`config.mk`:
```
export PLATFORM = sky130hd
export DESIGN_NAME = board_draw_scheduler
export DESIGN_NICKNAME = d
export VERILOG_FILES = /design/src/rtl/board_draw_scheduler.sv
export SDC_FILE = /design/constraint.sdc
export NUM_CORES = 1
export LEC_CHECK = 0
export ABC_CLOCK_PERIOD_IN_PS = 3400
export CAP_MARGIN = 30
export CORE_ASPECT_RATIO = 0.5
export CORE_MARGIN = 3
export CORE_UTILIZATION = 51
export CTS_BUF_LIST = sky130_fd_sc_hd__clkbuf_4 sky130_fd_sc_hd__clkbuf_8
export CTS_CLUSTER_DIAMETER = 120
export CTS_CLUSTER_SIZE = 20
export DETAILED_ROUTE_END_ITERATION = 8
export HOLD_SLACK_MARGIN = 0.03
export PLACE_DENSITY = 0.91
export SYNTH_ARGS = -nofsm -noshare
export SYNTH_HDL_FRONTEND = slang
export SYNTH_SLANG_ARGS = --single-unit
```
`constraint.sdc`:
```
create_clock -name clk -period 3.4 [get_ports clk]
set_input_delay 0.51 -clock clk [delete_from_list [all_inputs] [get_ports clk]]
set_output_delay 0.51 -clock clk [all_outputs]
set_load 0.05 [all_outputs]
```
`src/rtl/board_draw_scheduler.sv`:
```
// Redraw sequencer for the 4x4 sliding-puzzle board: raster-fills each tile,
// then lends the plotter to the shared digit-glyph drawer at that tile's origin.
module board_draw_scheduler #(
    parameter logic [7:0]  ORIGIN_X     = 8'd16,
    parameter logic [6:0]  ORIGIN_Y     = 7'd0,
    parameter int unsigned TILE_SIZE    = 30,
    parameter int unsigned GLYPH_CYCLES = 121,
    parameter logic [2:0]  TILE_COLOUR  = 3'b111,
    parameter logic [2:0]  BG_COLOUR    = 3'b000,
    parameter logic [2:0]  DIGIT_COLOUR = 3'b000
) (
    input  logic        clk,
    input  logic        reset,
    input  logic        start,
    input  logic [63:0] board,
    input  logic [7:0]  glyph_x,
    input  logic [6:0]  glyph_y,
    output logic        busy,
    output logic        done,
    output logic [7:0]  tile_x,
    output logic [6:0]  tile_y,
    output logic [3:0]  digit,
    output logic        glyph_clear,
    output logic        glyph_enable,
    output logic [7:0]  x,
    output logic [6:0]  y,
    output logic [2:0]  colour,
    output logic        plot
);

    localparam int unsigned FW = (TILE_SIZE > 1) ? $clog2(TILE_SIZE) : 1;
    localparam int unsigned GW = (GLYPH_CYCLES > 1) ? $clog2(GLYPH_CYCLES) : 1;

    typedef enum logic [2:0] {
        S_IDLE, S_LOAD, S_FILL, S_GCLR, S_GLYPH, S_NEXT, S_DONE
    } state_t;

    state_t         r_state;
    state_t         w_state_nxt;
    logic [63:0]    r_board;
    logic [3:0]     r_tile;
    logic [FW-1:0]  r_fx;
    logic [FW-1:0]  r_fy;
    logic [GW-1:0]  r_gcnt;

    logic [3:0]     w_digit;
    logic [7:0]     w_tile_x;
    logic [6:0]     w_tile_y;
    logic [7:0]     w_fill_x;
    logic [6:0]     w_fill_y;
    logic           w_fill_last;
    logic           w_glyph_last;
    logic           w_geom_valid;

    // Tile geometry from the latched board and the current tile index
    assign w_digit      = r_board[{r_tile, 2'b00} +: 4];
    assign w_tile_x     = 8'(32'(ORIGIN_X) + 32'(r_tile[1:0]) * TILE_SIZE);
    assign w_tile_y     = 7'(32'(ORIGIN_Y) + 32'(r_tile[3:2]) * TILE_SIZE);
    assign w_fill_x     = 8'(32'(w_tile_x) + 32'(r_fx));
    assign w_fill_y     = 7'(32'(w_tile_y) + 32'(r_fy));
    assign w_fill_last  = (r_fx == FW'(TILE_SIZE - 1)) && (r_fy == FW'(TILE_SIZE - 1));
    assign w_glyph_last = (r_gcnt == GW'(GLYPH_CYCLES - 1));
    assign w_geom_valid = (r_state != S_IDLE) && (r_state != S_LOAD);

    always_ff @(posedge clk) begin
        if (reset) begin
            r_state <= S_IDLE;
        end else begin
            r_state <= w_state_nxt;
        end
    end

    always_comb begin
        w_state_nxt = r_state;
        case (r_state)
            S_IDLE:  if (start) w_state_nxt = S_LOAD;
            S_LOAD:  w_state_nxt = S_FILL;
            S_FILL:  if (w_fill_last) w_state_nxt = (w_digit == 4'd0) ? S_NEXT : S_GCLR;
            S_GCLR:  w_state_nxt = S_GLYPH;
            S_GLYPH: if (w_glyph_last) w_state_nxt = S_NEXT;
            S_NEXT:  w_state_nxt = (r_tile == 4'd15) ? S_DONE : S_FILL;
            S_DONE:  w_state_nxt = S_IDLE;
            default: w_state_nxt = S_IDLE;
        endcase
    end

    // Board latch, tile index, fill raster and glyph budget counters
    always_ff @(posedge clk) begin
        if (reset) begin
            r_board <= '0;
            r_tile  <= '0;
            r_fx    <= '0;
            r_fy    <= '0;
            r_gcnt  <= '0;
        end else begin
            case (r_state)
                S_LOAD: begin
                    r_board <= board;
                    r_tile  <= '0;
                    r_fx    <= '0;
                    r_fy    <= '0;
                    r_gcnt  <= '0;
                end
                S_FILL: begin
                    if (r_fx == FW'(TILE_SIZE - 1)) begin
                        r_fx <= '0;
                        r_fy <= (r_fy == FW'(TILE_SIZE - 1)) ? '0 : r_fy + FW'(1);
                    end else begin
                        r_fx <= r_fx + FW'(1);
                    end
                end
                S_GLYPH: r_gcnt <= w_glyph_last ? '0 : r_gcnt + GW'(1);
                S_NEXT:  if (r_tile != 4'd15) r_tile <= r_tile + 4'd1;
                S_DONE:  r_tile <= '0;
                default: ;
            endcase
        end
    end

    always_comb begin
        busy         = (r_state != S_IDLE);
        done         = 1'b0;
        glyph_clear  = 1'b0;
        glyph_enable = 1'b0;
        plot         = 1'b0;
        x            = '0;
        y            = '0;
        colour       = '0;
        tile_x       = w_geom_valid ? w_tile_x : '0;
        tile_y       = w_geom_valid ? w_tile_y : '0;
        digit        = w_geom_valid ? w_digit  : '0;
        case (r_state)
            S_FILL: begin
                plot   = 1'b1;
                x      = w_fill_x;
                y      = w_fill_y;
                colour = (w_digit == 4'd0) ? BG_COLOUR : TILE_COLOUR;
            end
            S_GCLR:  glyph_clear = 1'b1;
            S_GLYPH: begin
                glyph_enable = 1'b1;
                plot         = 1'b1;
                x            = glyph_x;
                y            = glyph_y;
                colour       = DIGIT_COLOUR;
            end
            S_DONE:  done = 1'b1;
            default: ;
        endcase
    end

endmodule

```
==> impl_metrics.ini, run 1 <==
[critical_path]
worstReg2RegEnd = r_state[1]$_SDFFE_PP0P_
crit_family = simple AND/OR/NAND/NOR gates
cp.required_ns = 2.89
cp-end-kind = output port
r2r-start = r_tile[0]$_SDFFE_PP0P_
reg2reg_depth = 7
crit_type = flip-flop to output port
start_kind = flip-flop
slowest_delay_ns = 0.55
cp.arrival_ns = 2.77
cpMaxStageDelayCell = mux4_2
cp_cell_sequence = buf_6, mux4_2, a22oi_1, nand3_1, nor4_2, nor2_1, buf_4
cp.buffers_inverters = 2
crit_path_max_fanout = 21
ff2ff_setup_slack_ns = 0.73

[layout]
fin_nets = 795
final_cells = 810
area_growth_pct = 33.5
seq_area_um2 = 1770
diodes = 0
final_common_cell = nand2_1
final_cell_mix = 161 x nand2_1, 97 x clkdlybuf4s50_1, 86 x dfxtp_1
final_layout_size_suffix_gt1_share_pct = 10.5
final_util_pct = 70.8
fillCellCount = 671
multi_input_area_um2 = 2670

[synth]
synthTopCellsByArea = dfxtp_1 38%, nand2_1 13%, a21oi_1 8.5%, mux4_2 6.7%, ha_1 6.1%
yosys_warnings = 0
synth_top_cell_area_share_pct = 37.6
postSynthAreaPerCell_um2 = 7.93
synth.cell_area_um2 = 4680
ys_ff_latch = 88
synthCells = 591
seq_area_frac_synth_pct = 37.6
synth_cell_type_count = 48
synth_top_cell_by_area = dfxtp_1

[placed_design]
pre_cts_ws_ns = 0.426
io_buffers = 121
place_inst = 794
dp_hpwl_um = 8730
place.gp.congestion = 0.867

[sta]
tightest_slew_ns = 0.640
finalSetupViolCount = 0
worst_slack_ns = 0.116
setup_tns_ns = 0
slew_violations = 0
period_needed_ns = 3.28
fmax_mhz = 305
fin_crit_sh_pct = 96.6
skew_ns = 0.00615
hold_viol_final = 0
slew_headroom_pct = 57.3

[clock_network]
cts.sinks = 88
cts_hold_buf = 0
cts_htree_levels = 3
root_buffer = clkbuf_8
clockBufferDepth = 2
clk_latency_ns = 0.36
cts_tree = built
clk_pin_slew_worst_paths_ns = 0.09
cts_setup_buffers = 0
numCtsBuffers = 9

[floorplan]
die_w_um = 142
ioPinCount = 124
core_area_um2 = 8830
rows = 24
fp.dieArea_um2 = 10400
fp.dieH_um = 73.8
start_util_pct = 53.1

[detailed_routing]
drt_iter0_markers = 390
antenna_left = 0
wirelength_um = 12300
vias_per_cell = 5.56
via_count = 4504
drc = 0
routedWlPerCell_um = 15.2
drt_pass1_iterations = 5

[min_path]
hold_depth = 2
hold_end = r_board[39]$_SDFFE_PP0P_
worstHoldStart = r_board[39]$_SDFFE_PP0P_
min-delay-path-class = flip-flop to flip-flop

[global_route]
grt_max_degree = 65
antenna_found_initial = 0
grt_pass1_vias = 4338
grt_pass1_wl_um = 20300
track_usage_pct = 24.2
grt_remaining_overflow = 0

[power]
powerDensity_nw_per_um2 = 639
p_leak_nw = 2.35
ir_drop_v = 0.000305

[run_status]
run_status = finished, final reports clean

[flow_run]
drv_cap = 0
==> stage by stage <==
| step | hold WS, ns | power [W] | cell area (um^2) |
|---|---|---|---|
| final | 0.458 | 0.00399 | 6250 |
| after global routing | 0.476 | 0.00423 | 6250 |
| after CTS | 0.459 | 0.00400 | 6240 |
| after detailed placement | 0.446 | 0.00317 | 6010 |
| after global placement | 0.439 | 0.00311 | 6010 |
| after floorplan | 0.432 | 0.00261 | 4690 |
==> cell usage after synthesis (all sizes together) <==
| cell | instances |
|---|---|
| a21oi | 80 |
| a21o | 2 |
| nand3b | 1 |
| a311oi | 1 |
| inv | 20 |
| nand4b | 1 |
| nand2 | 161 |
| clkbuf | 36 |
| a41oi | 1 |
| nand3 | 13 |
| mux4 | 16 |
| and2 | 1 |
| a211oi | 2 |
| nor2 | 42 |
| nand4 | 5 |
| o311a | 1 |
| a31o | 1 |
| and3b | 1 |
| o22ai | 1 |
| nor3b | 2 |
| nor4b | 1 |
| a31oi | 4 |
| o311ai | 1 |
| mux2i | 3 |
| dfxtp | 88 |
| ha | 23 |
| and3 | 3 |
| xor2 | 8 |
| mux2 | 1 |
| a22o | 4 |
| buf | 8 |
| a22oi | 5 |
| nand2b | 3 |
| conb | 1 |
| o21a | 1 |
| xnor2 | 8 |
| or3b | 1 |
| nor2b | 10 |
| fa | 2 |
| nor4 | 2 |
| or3 | 4 |
| o21ai | 22 |
==> worst max path at each step <==
stage | slack, ns | to | cells after the start | start
finish | 0.12 | colour[1] | 7 | r_tile[0]$_SDFFE_PP0P_
global route | -0.00001 | colour[1] | 7 | r_tile[0]$_SDFFE_PP0P_
CTS | 0.02 | y[6] | 10 | r_tile[2]$_SDFFE_PP0P_
detailed placement | 0.43 | y[6] | 10 | r_tile[2]$_SDFFE_PP0P_
global placement | 0.48 | y[6] | 10 | r_tile[2]$_SDFFE_PP0P_
floorplan | -0.16 | x[7] | 12 | r_tile[1]$_SDFFE_PP0P_
==> sequential cells by signal, indices dropped and copies added (netlist names) <==
signal,cells
r_fy,5
r_tile,4
r_board,64
r_gcnt,7
r_state,3
r_fx,5
==> layout make-up <==
cell class              count  area share (%)
clock buffers               9            1.98
clock inverters             7            1.72
inverters                  20            1.20
multi-input cells         440            42.7
flip-flops and latches     88            28.2
well taps                 117            2.34
repair buffers            129            21.8
==> tightest hold or removal path, delay by kind of cell, from the launching register on <==
family	cells	cell delay, ns
flops	1	0.32
simple gates	1	0.05
compound gates	1	0.05
==> metal layers <==
metal  routed length (um)  vias up  GRT usage [%]  part of all wire (%)
met2                 5950      187           42.2                    48
met1                 5240     2083           29.0                    43
met5                    0        -              0                     0
met3                  780       51           6.89                   6.3
met4                  331        0           8.72                   2.7
li1                     -     2183              -                     -
==> timing repair <==
action | CTS | global route
gates resized for setup | 0 | 6
hold endpoints to repair | 0 | 0
endpoints found under the setup margin | 0 | 8
==> kinds of logic after synthesis <==
| kind of cell | synth area share, % |
|---|---|
| muxes | 8.73 |
| xor gates and xnor gates | 2.99 |
| buffers and inverters | 5.85 |
| other | 0.0801 |
| DFF | 37.6 |
| AOI/OAI and AO/OA | 15.0 |
| adders and majority gates | 7.00 |
| and+or+nand+nor | 22.8 |
==> power by group <==
group	switching (W)	leakage (nW)	internal, W	total (W)
Clock	0.000399	0.114	0.000429	0.000828
Sequential	0.000164	0.717	0.00126	0.00142
Combinational	0.00109	1.52	0.000656	0.00175
Total	0.00165	2.35	0.00234	0.00399
Power figures use the tool's default switching activity.
==> run 2: changes to the inputs <==
--- a/config.mk
+++ b/config.mk
@@ -9,13 +9,13 @@
 export CAP_MARGIN = 30
 export CORE_ASPECT_RATIO = 0.5
 export CORE_MARGIN = 3
-export CORE_UTILIZATION = 51
+export CORE_UTILIZATION = 45
 export CTS_BUF_LIST = sky130_fd_sc_hd__clkbuf_4 sky130_fd_sc_hd__clkbuf_8
 export CTS_CLUSTER_DIAMETER = 120
 export CTS_CLUSTER_SIZE = 20
 export DETAILED_ROUTE_END_ITERATION = 8
 export HOLD_SLACK_MARGIN = 0.03
-export PLACE_DENSITY = 0.91
+export PLACE_DENSITY = 0.83
 export SYNTH_ARGS = -nofsm -noshare
 export SYNTH_HDL_FRONTEND = slang
 export SYNTH_SLANG_ARGS = --single-unit
==> run 2 against run 1 <==
  * Critical path depth up 4
  * Total power is 2.0% lower
  * Via count shrank 3.6%
  * Register-to-register slack better by 0.07 ns
  * Combinational power about the same
  * Hold slack got worse by 0.0011 ns
  * Critical path type unchanged
  * Flip-flop and latch count unchanged
  * Non-clock buffer count grew 2
  * Sequential power hardly changed
  * Global-route usage fell by 3.1 points
  * Sequential share of layout area is 0.059 points lower
==> impl_metrics.ini, run 2 (synthesis results as in run 1) <==
[detailed_routing]
vias_per_cell = 5.23
routedWlPerCell_um = 14.5
antenna_left = 0
via_count = 4342
drt_iter0_markers = 289
drc = 0
drt_pass1_iterations = 4
wirelength_um = 12000

[floorplan]
fp.dieH_um = 78.1
die_w_um = 150
fp.dieArea_um2 = 11700
ioPinCount = 124
core_area_um2 = 9790
start_util_pct = 47.8
rows = 25

[critical_path]
cpMaxStageDelayCell = fa_1
crit_family = adder cells
start_kind = flip-flop
crit_type = flip-flop to output port
crit_path_max_fanout = 8
cp.buffers_inverters = 3
cp.arrival_ns = 2.72
slowest_delay_ns = 0.43
cpMostUsedCell = inv_1
cp_cell_sequence = inv_1, ha_2, inv_1, fa_1, nor2b_1, o21ai_0, nand2b_1, nand2_1, xnor2_1, o21ai_1, buf_12
cp-end-kind = output port
cp.required_ns = 2.89

[clock_network]
numCtsBuffers = 9
cts_htree_levels = 3
cts_hold_buf = 0
clockBufferDepth = 2
clk_pin_slew_worst_paths_ns = 0.10
clk_latency_ns = 0.37
cts_tree = built
root_buffer = clkbuf_8
cts_setup_buffers = 0
cts-resized-gates = 0
cts.sinks = 88

[sta]
fin_crit_sh_pct = 94.9
slew_headroom_pct = 59.4
holdWs_ns = 0.457
period_needed_ns = 3.23
worst_slack_ns = 0.175
slew_violations = 0
hold_viol_final = 0
rsz0062_at_grt = false
skew_ns = 0.0110
finalSetupViolCount = 0
tightest_slew_ns = 0.610
setup_tns_ns = 0
fmax_mhz = 310

[layout]
final_common_cell = nand2_1
reg_top3 = r_board (64), r_gcnt (7)
fin_nets = 797
regMostFlops = r_board
area_growth_pct = 33.7
largest_register_ffs = 64
diodes = 0
final_cells = 830
final_cell_mix = 161 x nand2_1, 97 x clkdlybuf4s50_1, 87 x dfxtp_1
final_layout_size_suffix_gt1_share_pct = 10.6

[flow_run]
drv_cap = 0

[min_path]
min-delay-path-class = flip-flop to flip-flop

[power]
ir_drop_v = 0.000298
powerDensity_nw_per_um2 = 625
p_leak_nw = 2.34
total_power_w = 0.00391

[global_route]
track_usage_pct = 21.1
grt_remaining_overflow = 0
grt_pass1_wl_um = 20100
grt_pass1_vias = 4261
antenna_found_initial = 0
grt_max_degree = 66

[placed_design]
place_inst = 814
io_buffers = 121
pre_cts_ws_ns = 0.445
place.gp.congestion = 0.870
dp_hpwl_um = 8990

[run_status]
run_status = finished, final reports clean
-- run 2: cell types whose count changed in the layout (fill, tap and decap cells not counted), sizes merged --
cell | before | now
buf | 32 | 34
clkinvlp | 1 | 2
bufinv | 2 | 1
-- run 2: per-stage QoR --
step	utilization (%)	cell area (um^2)
floorplan	-	4690
global placement	61.8	6050
detailed placement	61.8	6050
CTS	63.9	6250
global route	64.0	6260
finish	64.0	6260
-- run 2: power by group --
part	total [W]	switching (W)	internal, W
clock	0.000763	0.000408	0.000355
sequential	0.00141	0.000159	0.00126
combinational	0.00174	0.00108	0.000656
total	0.00391	0.00165	0.00227
-- run 2: final cells by class --
class	count	area, um^2
tap	135	169
sequential	88	1770
fill	819	3530
timing repair buffer	131	1370
clock inverter	7	83.8
inverter	20	78.8
clock buffer	9	124
multi-input combinational	440	2670
-- run 2: worst paths after layout --
path / start / slack [ns] / to / depth (start not counted)
max reg2reg: r_tile[0]$_SDFFE_PP0P_ / 0.80 / r_state[1]$_SDFFE_PP0P_ / 7
max: r_tile[0]$_SDFFE_PP0P_ / 0.17 / x[7] / 11
min: r_board[42]$_SDFFE_PP0P_ / 0.46 / r_board[42]$_SDFFE_PP0P_ / 2
min reg2reg: r_board[42]$_SDFFE_PP0P_ / 0.46 / r_board[42]$_SDFFE_PP0P_ / 2
-- run 2: layer usage --
metal	vias to the layer above	track usage [%]	routed length, um
met5	-	0	0
met4	0	7.30	207
met3	18	4.09	565
li1	2187	-	-
met1	2024	26.3	5080
met2	113	36.7	6190
-- run 2: tightest hold or removal path, delay by kind of cell, from the launching register on --
kind            cells  cell delay (ns)
compound gates      1             0.05
simple gates        1             0.05
flops               1             0.32
